## config.mk

```make
export PLATFORM = sky130hd
export DESIGN_NAME = ram_prog_loader
export DESIGN_NICKNAME = d
export VERILOG_FILES = /design/src/rtl/ram_prog_loader.sv
export SDC_FILE = /design/constraint.sdc
export NUM_CORES = 1
export LEC_CHECK = 0
export CELL_PAD_IN_SITES_DETAIL_PLACEMENT = 0
export CELL_PAD_IN_SITES_GLOBAL_PLACEMENT = 2
export CORE_MARGIN = 4
export CORE_UTILIZATION = 32
export CTS_CLUSTER_SIZE = 12
export DETAILED_ROUTE_END_ITERATION = 8
export PLACE_DENSITY = 0.81
export SLEW_MARGIN = 30
export SYNTH_ARGS = -nofsm -noshare
export SYNTH_HDL_FRONTEND = slang
export SYNTH_SLANG_ARGS = --single-unit
```

## constraint.sdc

```tcl
create_clock -name clk -period 2.3 [get_ports clk]
set_input_delay 0.46 -clock clk [delete_from_list [all_inputs] [get_ports clk]]
set_output_delay 0.46 -clock clk [all_outputs]
set_load 0.1 [all_outputs]
```

## src/rtl/ram_prog_loader.sv

```systemverilog
// Programming front end for the eightBit 16x8 RAM. Synchronises and debounces the
// programming pins, issues one-cycle write strobes, and holds the CPU while loading.
module ram_prog_loader #(
  parameter int DEBOUNCE_CYCLES = 4,
  parameter int RESET_HOLD      = 4
) (
  input  logic       clk,
  input  logic       rst_n,
  input  logic       prog_mode_in,
  input  logic [3:0] addr_in,
  input  logic [7:0] data_in,
  input  logic       wr_btn,
  output logic       ram_we,
  output logic [3:0] ram_addr,
  output logic [7:0] ram_wdata,
  output logic       cpu_halt,
  output logic       cpu_rst_n,
  output logic [7:0] wr_count
);

  typedef enum logic [1:0] {RUN, PROG_IDLE, WRITE, EXIT} state_t;

  localparam logic [7:0] DB_LAST   = 8'(DEBOUNCE_CYCLES - 1);
  localparam logic [7:0] HOLD_LAST = 8'(RESET_HOLD - 1);

  logic       prog_s1, prog_s2;
  logic       btn_s1, btn_s2;
  logic [3:0] addr_s1, addr_s2;
  logic [7:0] data_s1, data_s2;

  logic       btn_db;
  logic       press;
  logic [7:0] db_cnt;
  logic [7:0] hold_cnt;

  state_t state, state_next;
  logic   capture;
  logic   count_clr;

  always_ff @(posedge clk or negedge rst_n) begin
    if (!rst_n) begin
      prog_s1 <= 1'b0;
      prog_s2 <= 1'b0;
      btn_s1  <= 1'b0;
      btn_s2  <= 1'b0;
      addr_s1 <= '0;
      addr_s2 <= '0;
      data_s1 <= '0;
      data_s2 <= '0;
    end else begin
      prog_s1 <= prog_mode_in;
      prog_s2 <= prog_s1;
      btn_s1  <= wr_btn;
      btn_s2  <= btn_s1;
      addr_s1 <= addr_in;
      addr_s2 <= addr_s1;
      data_s1 <= data_in;
      data_s2 <= data_s1;
    end
  end

  // A level change is accepted after DEBOUNCE_CYCLES consecutive disagreeing samples;
  // press pulses for the single cycle following an accepted rising level.
  always_ff @(posedge clk or negedge rst_n) begin
    if (!rst_n) begin
      btn_db <= 1'b0;
      db_cnt <= '0;
      press  <= 1'b0;
    end else begin
      press <= 1'b0;
      if (btn_s2 == btn_db) begin
        db_cnt <= '0;
      end else if (db_cnt == DB_LAST) begin
        btn_db <= ~btn_db;
        db_cnt <= '0;
        press  <= ~btn_db;
      end else begin
        db_cnt <= db_cnt + 8'd1;
      end
    end
  end

  always_comb begin
    state_next = state;
    capture    = 1'b0;
    count_clr  = 1'b0;
    case (state)
      RUN: begin
        if (prog_s2) begin
          state_next = PROG_IDLE;
          count_clr  = 1'b1;
        end
      end
      PROG_IDLE: begin
        if (press) begin
          state_next = WRITE;
          capture    = 1'b1;
        end else if (!prog_s2) begin
          state_next = EXIT;
        end
      end
      WRITE: state_next = PROG_IDLE;
      EXIT: begin
        if (prog_s2) begin
          state_next = PROG_IDLE;
          count_clr  = 1'b1;
        end else if (hold_cnt == HOLD_LAST) begin
          state_next = RUN;
        end
      end
      default: state_next = EXIT;
    endcase
  end

  // CPU controls are registered from the next state so they can never glitch.
  always_ff @(posedge clk or negedge rst_n) begin
    if (!rst_n) begin
      state     <= EXIT;
      hold_cnt  <= '0;
      ram_we    <= 1'b0;
      ram_addr  <= '0;
      ram_wdata <= '0;
      cpu_halt  <= 1'b1;
      cpu_rst_n <= 1'b0;
      wr_count  <= '0;
    end else begin
      state     <= state_next;
      ram_we    <= capture;
      cpu_halt  <= (state_next != RUN);
      cpu_rst_n <= (state_next == RUN);
      hold_cnt  <= (state == EXIT && state_next == EXIT) ? hold_cnt + 8'd1 : 8'd0;
      if (capture) begin
        ram_addr  <= addr_s2;
        ram_wdata <= data_s2;
        if (wr_count != 8'hFF) begin
          wr_count <= wr_count + 8'd1;
        end
      end else if (count_clr) begin
        wr_count <= '0;
      end
    end
  end

endmodule

```

==> results of run 1 <==
[metal layers]
metal / up-vias / track usage [%]
met4: 0 / 5.36
li1: 868 / -
met5: - / 0
met1: 846 / 13.4
met3: 8 / 3.51
met2: 45 / 17.2
[kinds of logic (layout without fill, tap and decap cells)]
kind of cell,Yosys count,count (layout),synth area share (%)
simple gates,105,105,18.4
flops,71,71,66.1
compound gates,16,16,4.18
xor+xnor,15,15,4.88
buf+inv,12,67,2.00
fa+ha+maj,7,7,3.25
mux,3,3,1.16
[per-stage QoR]
step | total power, µW | setup WS (ns) | instances
6_report | 4000 | 0.497 | 389
5_1_grt | 4210 | 0.301 | 389
4_1_cts | 4050 | 0.492 | 389
3_5_place_dp | 3030 | 0.513 | 373
3_3_place_gp | 3030 | 0.535 | 373
2_1_floorplan | 2680 | 0.304 | 229
[critical path: stages (launching register included)]
cell     delay (ns)
dfrtp_1        0.42
or4_4          0.54
o311a_1        0.35
nor3_2         0.10
buf_4          0.19
o21ai_0        0.11
[cells in the mapped netlist, types with 2 or more instances]
master,number
a211oi_1,2
a21oi_1,3
a41o_1,2
and3_1,3
clkbuf_1,2
dfrtp_1,68
dfstp_2,3
ha_1,7
inv_1,7
mux2i_1,2
nand2_1,47
nand2b_1,2
nand3_1,10
nand3b_1,2
nor2_1,18
nor3_1,5
nor3b_1,3
nor4_1,9
o21ai_0,4
xnor2_1,10
xor2_1,5
[power by group through the flow]
stage | clock, µW | combinational (µW) | sequential, µW
3_3_place_gp | 0 | 1460 | 1560
2_1_floorplan | 0 | 444 | 2240
5_1_grt | 1080 | 1560 | 1570
4_1_cts | 1030 | 1470 | 1540
3_5_place_dp | 0 | 1470 | 1570
6_report | 998 | 1460 | 1540
[area by class of cell]
class | count | area [µm²]
clock inverter | 7 | 78.8
timing repair buffer | 44 | 375
tap | 105 | 131
fill | 801 | 4840
sequential | 71 | 1780
multi-input combinational | 146 | 858
clock buffer | 9 | 124
inverter | 7 | 26.3
[path summary, 6_finish.rpt]
path / slack [ns] / from / end
setup reg to reg: 0.50 / hold_cnt[4]$_DFF_PN0_ / cpu_halt$_DFF_PN1_
hold reg to reg: 0.35 / data_s1[7]$_DFF_PN0_ / data_s2[7]$_DFF_PN0_
hold / removal: 0.12 / rst_n / data_s2[4]$_DFF_PN0_
setup / recovery: 0.50 / hold_cnt[4]$_DFF_PN0_ / cpu_halt$_DFF_PN1_
max in group asynchronous: 1.83 / rst_n / cpu_halt$_DFF_PN1_
min in group clk: 0.35 / data_s1[7]$_DFF_PN0_ / data_s2[7]$_DFF_PN0_
[flip-flops by register name (all words and copies together) (netlist names)]
name / cells
addr_s1: 4
addr_s2: 4
btn_db: 1
btn_s1: 1
btn_s2: 1
cpu_halt: 1
cpu_rst_n: 1
data_s1: 8
data_s2: 8
db_cnt: 8
hold_cnt: 8
press: 1
prog_s1: 1
prog_s2: 1
ram_addr: 4
ram_wdata: 8
ram_we: 1
state: 2
wr_count: 8
==> results.json, run 1 <==
{
  "setup_violations": 0,
  "drt-initial-drc-count": 58,
  "layout_common_cells": "dfrtp_1, nand2_1, buf_4, nor2_1, clkdlybuf4s50_1",
  "syn-cell-area_um2": 2690,
  "ff2ff_path_depth": 5,
  "fin_crit_sh_pct": 78.4,
  "clk_path_buf_depth": 2,
  "crit_arrival_ns": 2.05,
  "fin_area_um2": 3370,
  "fin_crit_ns": 1.80,
  "drive_gt1_share_pct": 18.3,
  "highest_layer": "met4",
  "die_area_um2": 9950,
  "cts_tree": "done",
  "grt_first_pass_wirelength_mm": 8.47,
  "viasPerCell": 4.54,
  "htreeDepth": 3,
  "synth_flop_cell": "dfrtp_1",
  "ant_nets": 0,
  "grt_max_degree": 72,
  "start_util_pct": 32.8,
  "cts-resized-gates": 0,
  "met2_length_mm": 2.33,
  "yosysSeqAreaShare_pct": 66.1,
  "synth-edff-count": 0,
  "critPathLaunchType": "register",
  "slew_viol_final": 0,
  "p_per_area_nw_per_um2": 1180,
  "clockPowerShare_pct": 25.0,
  "status": "finished, final reports clean",
  "diodes": 0,
  "route.detailed.drc": 0,
  "die_x_um": 99.7,
  "gp_congestion": 0.800,
  "routed_wl_mm": 4.81,
  "synth_area_leaders": "dfrtp_1, nand2_1, ha_1, xnor2_1, dfstp_2",
  "postCtsHoldBufs": 0,
  "seq_power_share_pct": 38.5,
  "ioPinCount": 39,
  "clk_pin_slew_worst_paths_ns": 0.08,
  "dpl_cell_area_um2": 3170,
  "required_ns": 2.55,
  "syn_area_per_cell_um2": 11.8,
  "grt.total_usage_pct": 10.9,
  "max-vdd-ir-drop_mv": 0.543,
  "ys_ff_latch": 71,
  "worstMarginPinSlew_ns": 0.442,
  "fp.coreArea_um2": 8220,
  "cap_violations": 0,
  "clock.fmax_mhz": 555,
  "utilization_pct": 41.1,
  "path_max_fanout": 11,
  "netlist_instances": 229,
  "std_cell_rows": 33,
  "p_switching_uw": 1680,
  "clk_latency_ns": 0.34,
  "combPwrFrac_pct": 36.5,
  "detail_route.wirelength.met1_mm": 2.11,
  "antenna_found_initial": 0,
  "ys_types": 36,
  "fin_skew_ns": 0.00734,
  "hold_violations": 0,
  "holdWs_ns": 0.120,
  "yosysWarnings": 0,
  "synthesis.nets": 252,
  "swShare_pct": 41.9,
  "rsz0062_at_grt": "false",
  "p_leak_uw": 0.00158,
  "cts_setup_buffers": 0,
  "cts_root_buffer": "clkbuf_8",
  "cts_buffers": 9,
  "dpl.hpwl_mm": 3.26,
  "grt_pass1_vias": 1841,
  "fin_tns_setup_ns": 0,
  "chipHeight_um": 99.7,
  "vias": 1767,
  "wl_met3_um": 260,
  "io_buffers": 38,
  "dr.pass1.iters": 4,
  "min_path_type": "in2async",
  "path_class": "reg2reg",
  "async_flop_share_pct": 100,
  "cp-end-kind": "register",
  "clkSinkCount": 71,
  "grt_overflow_total": 0,
  "final_common_cell": "dfrtp_1",
  "p_int_uw": 2320,
  "fin_nets": 302,
  "synth_top_area_cell": "dfrtp_1",
  "slew_headroom_pct": 70.4,
  "synth_top_area_share_pct": 63.2,
  "wire_per_inst_um": 12.4,
  "syn_to_final_growth_pct": 25.3
}
Note: power is estimated with default switching activity, not from simulation.
==> run 2: changes to the inputs <==
- clock period: 2.3 -> 1.7 ns (I/O delays scaled with it)
==> run 2 against run 1 <==
Compared with the run above: die area did not move; the flow now finishes with violations (setup timing); critical path type unchanged; largest power group is now combinational cells; highest routed layer unchanged; register-to-register slack got worse by 0.60 ns; non-clock buffer count rose by 18; setup slack got worse by 0.60 ns; sequential power rose by 40%; combinational power rose by 68%; wire length rose by 7.7%.
==> results.json, run 2 (same netlist as run 1, synthesis figures left out) <==
{
  "min_path_type": "reg2reg",
  "fin_crit_ns": 1.80,
  "chipHeight_um": 99.7,
  "die_area_um2": 9950,
  "wl_met3_um": 243,
  "p_per_area_nw_per_um2": 1570,
  "slew_headroom_pct": 72.8,
  "drive_gt1_share_pct": 28.8,
  "timing.rr.end": "hold_cnt[2]$_DFF_PN0_",
  "setup_ws_ns": -0.102,
  "cap_violations": 0,
  "cts_buffers": 9,
  "grt_first_pass_wirelength_mm": 8.94,
  "highest_layer": "met4",
  "cp-end-kind": "register",
  "drt-initial-drc-count": 47,
  "grt.total_usage_pct": 11.4,
  "hold_depth": 0,
  "fin_crit_sh_pct": 106,
  "critPathLaunchType": "register",
  "io_buffers": 38,
  "violations": "setup timing",
  "routed_wl_mm": 5.19,
  "dr.pass1.iters": 4,
  "ioPinCount": 39,
  "path_max_fanout": 6,
  "slew_viol_final": 0,
  "status": "finished with violations",
  "fin_nets": 320,
  "min_from": "btn_s1$_DFF_PN0_",
  "diodes": 0,
  "gp_congestion": 0.792,
  "holdWs_ns": 0.351,
  "std_cell_rows": 33,
  "grt_pass1_vias": 1844,
  "clock.fmax_mhz": 555,
  "wire_per_inst_um": 12.7,
  "cp_cell_sequence": "or4_4 -> o311a_1 -> nor3_2 -> buf_4 -> nor4_2",
  "met2_length_mm": 2.55,
  "rsz0062_at_grt": "true",
  "hold_violations": 0,
  "htreeDepth": 3,
  "ant_nets": 0,
  "detail_route.wirelength.met1_mm": 2.33,
  "cts_root_buffer": "clkbuf_8",
  "vias": 1826,
  "required_ns": 1.90,
  "instances_no_fill": 407,
  "clk_path_buf_depth": 2,
  "final_common_cell": "dfrtp_1",
  "crit_arrival_ns": 2.01,
  "ff2ff_path_depth": 5,
  "max_stage_delay_ns": 0.54,
  "cp_slowest_cell": "or4_4",
  "clkSinkCount": 71,
  "utilization_pct": 47.3,
  "hold_path_end": "btn_s2$_DFF_PN0_",
  "antenna_found_initial": 0,
  "total_power_uw": 6090,
  "max-vdd-ir-drop_mv": 1.07,
  "start_util_pct": 32.8,
  "grt_max_degree": 37,
  "place_ws_ns": -0.0870,
  "cts_tree": "done",
  "clk_pin_slew_worst_paths_ns": 0.08,
  "dp_cells": 385,
  "route.detailed.drc": 0,
  "clk_latency_ns": 0.33,
  "fin_skew_ns": 0.0101,
  "reg2reg_slack_ns": -0.10,
  "setup_violations": 11,
  "layout_common_cells": "dfrtp_1, nand2_1, buf_12, buf_4, nor2_1",
  "grt_overflow_total": 0,
  "p_leak_uw": 0.00174,
  "viasPerCell": 4.49,
  "syn_to_final_growth_pct": 44.3,
  "path_class": "reg2reg",
  "dpl.hpwl_mm": 3.62,
  "die_x_um": 99.7,
  "fp.coreArea_um2": 8220,
  "rr_startpoint": "hold_cnt[7]$_DFF_PN0_",
  "worstMarginPinSlew_ns": 0.408
}
## run 2: cell count changes in the layout (fill, tap and decap cells not counted), sizes merged
cell	before	now
buf	30	47
bufinv	1	2
clkinv	3	1
clkinvlp	0	1
dlygate4sd3	0	1
## run 2: timing repair
action                                  CTS  global route
gates cloned                              1             0
hold buffers                              1             0
setup buffers                             1             3
endpoints found under the setup margin   11            18
pin swaps                                 2             0
resized for setup                         3            10
hold endpoints to repair                 15             0
## run 2: per-layer routing
layer | track usage (%) | vias up
met4 | 5.04 | 0
met3 | 2.73 | 4
li1 | - | 913
met5 | 0 | -
met2 | 17.4 | 38
met1 | 15.4 | 871
## run 2: critical path: cells and delay by family, from the launching register on
kind                   cells  cell delay [ns]
buffers and inverters      1             0.21
and+or+nand+nor            3             0.78
AOI/OAI and AO/OA          1             0.32
DFF                        1             0.38
## run 2: metrics by stage
stage / setup TNS [ns] / instance area, µm²
after floorplan: -0.313 / 2710
after global placement: -0.483 / 3570
after detailed placement: -0.800 / 3570
after CTS: -0.628 / 3820
after global routing: -1.88 / 3890
final: -0.945 / 3890
## run 2: where the power goes
group	internal, µW	switching, µW
registers	1950	204
logic	902	1550
clock network	844	648
total	3690	2400
## run 2: area by class of cell
cell class,count,area [µm²]
clock inverters,7,103
flip-flops and latches,71,1790
multi-input cells,146,907
inverters,7,26.3
clock buffers,9,124
fillers,740,4330
well taps,105,131
repair buffers,62,805
## run 2: worst max-delay path by stage
stage                     startpoint                    end  slack, ns  depth (start not counted)
2_1_floorplan  hold_cnt[7]$_DFF_PN0_  hold_cnt[2]$_DFF_PN0_      -0.04                          5
5_1_grt        hold_cnt[7]$_DFF_PN0_  hold_cnt[3]$_DFF_PN0_      -0.17                          5
3_3_place_gp   hold_cnt[7]$_DFF_PN0_  hold_cnt[1]$_DFF_PN0_      -0.05                          5
3_5_place_dp   hold_cnt[7]$_DFF_PN0_  hold_cnt[2]$_DFF_PN0_      -0.09                          5
4_1_cts        hold_cnt[7]$_DFF_PN0_  hold_cnt[0]$_DFF_PN0_      -0.07                          5
6_report       hold_cnt[7]$_DFF_PN0_  hold_cnt[2]$_DFF_PN0_      -0.10                          5
==> run 3: changes to the inputs <==
- clock period: 1.7 -> 1.8 ns (I/O delays scaled with it)
==> run 3 against run 2 <==
Compared with the run above: the run ends with hold timing left; cell count decreased by 3.9%; first-iteration DRC count increased by 45%; setup slack better by 0.10 ns; via count shrank 4.6%; final area is 4.8% lower; sequential share of layout area increased by 2.3 points; total power fell by 11%; sequential power is 5% lower; maximum frequency up 0.27%; combinational power decreased by 9.8%; largest cell class unchanged; clock skew is essentially flat; wire length decreased by 3.7%.
==> results.json, run 3 (same netlist as run 1, synthesis figures left out) <==
{
  "max-vdd-ir-drop_mv": 0.792,
  "path_class": "reg2reg",
  "slew_viol_final": 0,
  "antenna_found_initial": 0,
  "grt_overflow_total": 0,
  "clk_path_buf_depth": 2,
  "fin_area_um2": 3700,
  "hold_violations": 4,
  "fp.coreArea_um2": 8220,
  "cts_setup_buffers": 0,
  "status": "finished with violations",
  "fin_crit_ns": 1.80,
  "grt_max_degree": 44,
  "drt-initial-drc-count": 68,
  "multi_input_area_um2": 881,
  "crit_arrival_ns": 2.05,
  "syn_to_final_growth_pct": 37.4,
  "setup_violations": 0,
  "clkSinkCount": 71,
  "utilization_pct": 45.0,
  "cts_root_buffer": "clkbuf_8",
  "vias": 1742,
  "clk_pin_slew_worst_paths_ns": 0.09,
  "route.detailed.drc": 0,
  "layout_common_cells": "dfrtp_1, nand2_1, buf_12, nor2_1, clkdlybuf4s50_1",
  "chipHeight_um": 99.7,
  "dpl_cell_area_um2": 3490,
  "regArea_um2": 1790,
  "slew_headroom_pct": 62.0,
  "grt_pass1_vias": 1764,
  "required_ns": 2.05,
  "cts_buffers": 9,
  "path_max_fanout": 11,
  "std_cell_rows": 33,
  "instances_no_fill": 391,
  "fin_skew_ns": 0.00971,
  "holdWs_ns": -0.00218,
  "critPathLaunchType": "register",
  "wire_per_inst_um": 12.8,
  "grt.total_usage_pct": 11.0,
  "cts_tree": "done",
  "dr.pass1.iters": 4,
  "cap_violations": 0,
  "p_per_area_nw_per_um2": 1470,
  "violations": "hold timing",
  "start_util_pct": 32.8,
  "die_x_um": 99.7,
  "gp_congestion": 0.766,
  "die_area_um2": 9950,
  "p_leak_uw": 0.00165,
  "ioPinCount": 39,
  "diodes": 0,
  "htreeDepth": 3,
  "viasPerCell": 4.46,
  "min_path_type": "in2async",
  "fin_tns_setup_ns": 0,
  "clock.fmax_mhz": 556,
  "worstMarginPinSlew_ns": 0.571,
  "fin_crit_sh_pct": 99.9,
  "dp_cells": 375,
  "clk_latency_ns": 0.35,
  "fillers": 757,
  "io_buffers": 38,
  "rsz0062_at_grt": "true",
  "ant_nets": 0,
  "dpl.hpwl_mm": 3.32,
  "cp-end-kind": "register",
  "drive_gt1_share_pct": 23.4,
  "fin_nets": 304,
  "grt_first_pass_wirelength_mm": 8.51,
  "final_common_cell": "dfrtp_1",
  "routed_wl_mm": 4.99
}
## run 3: cell type report
| cell class | instances | area share [%] |
|---|---|---|
| flip-flops and latches | 71 | 48.4 |
| multi-input cells | 146 | 23.8 |
| inverters | 7 | 0.710 |
| repair buffers | 46 | 18.5 |
| well taps | 105 | 3.55 |
| clock inverters | 7 | 1.69 |
| clock buffers | 9 | 3.35 |
## run 3: power breakdown
group | total [µW] | internal, µW | switching (µW)
clock | 1200 | 528 | 674
combinational | 2210 | 804 | 1400
sequential | 2040 | 1840 | 207
total | 5450 | 3170 | 2280
## run 3: worst paths after layout
kind                                        from                     to  slack (ns)  cells past startpoint
min in group clk            data_s1[0]$_DFF_PN0_   data_s2[0]$_DFF_PN0_        0.35                      0
hold reg to reg             data_s1[0]$_DFF_PN0_   data_s2[0]$_DFF_PN0_        0.35                      0
hold / removal                             rst_n  hold_cnt[1]$_DFF_PN0_      -0.002                      1
setup / recovery           hold_cnt[4]$_DFF_PN0_     cpu_halt$_DFF_PN1_       0.002                      5
max in group asynchronous                  rst_n    db_cnt[1]$_DFF_PN0_        1.24                      2
setup reg to reg           hold_cnt[4]$_DFF_PN0_     cpu_halt$_DFF_PN1_       0.002                      5
## run 3: per-layer routing
| metal | wire length [µm] | global-route usage [%] |
|---|---|---|
| met4 | 62 | 5.36 |
| met5 | 0 | 0 |
| met2 | 2260 | 16.0 |
| met3 | 243 | 3.16 |
| met1 | 2430 | 14.9 |
## run 3: through the flow
step	power (µW)	worst slack (ns)
floorplan	3430	0.0139
finish	5450	0.00243
detailed placement	4250	0.000720
CTS	5480	0.0221
global placement	4250	0.0391
global route	5720	-0.0469
## run 3: repair_timing
item | CTS | global route
resized for setup | 1 | 6
hold buffers | 0 | 0
pin swaps | 0 | 1
setup endpoints to repair | 1 | 17
hold endpoints to repair | 0 | 0
## run 3: critical path, cell delays in order, from the launching register on
cell	delay, ns
dfrtp_1	0.39
or4_4	0.54
o311a_1	0.36
nor3_2	0.15
buf_6	0.17
o21ai_0	0.10
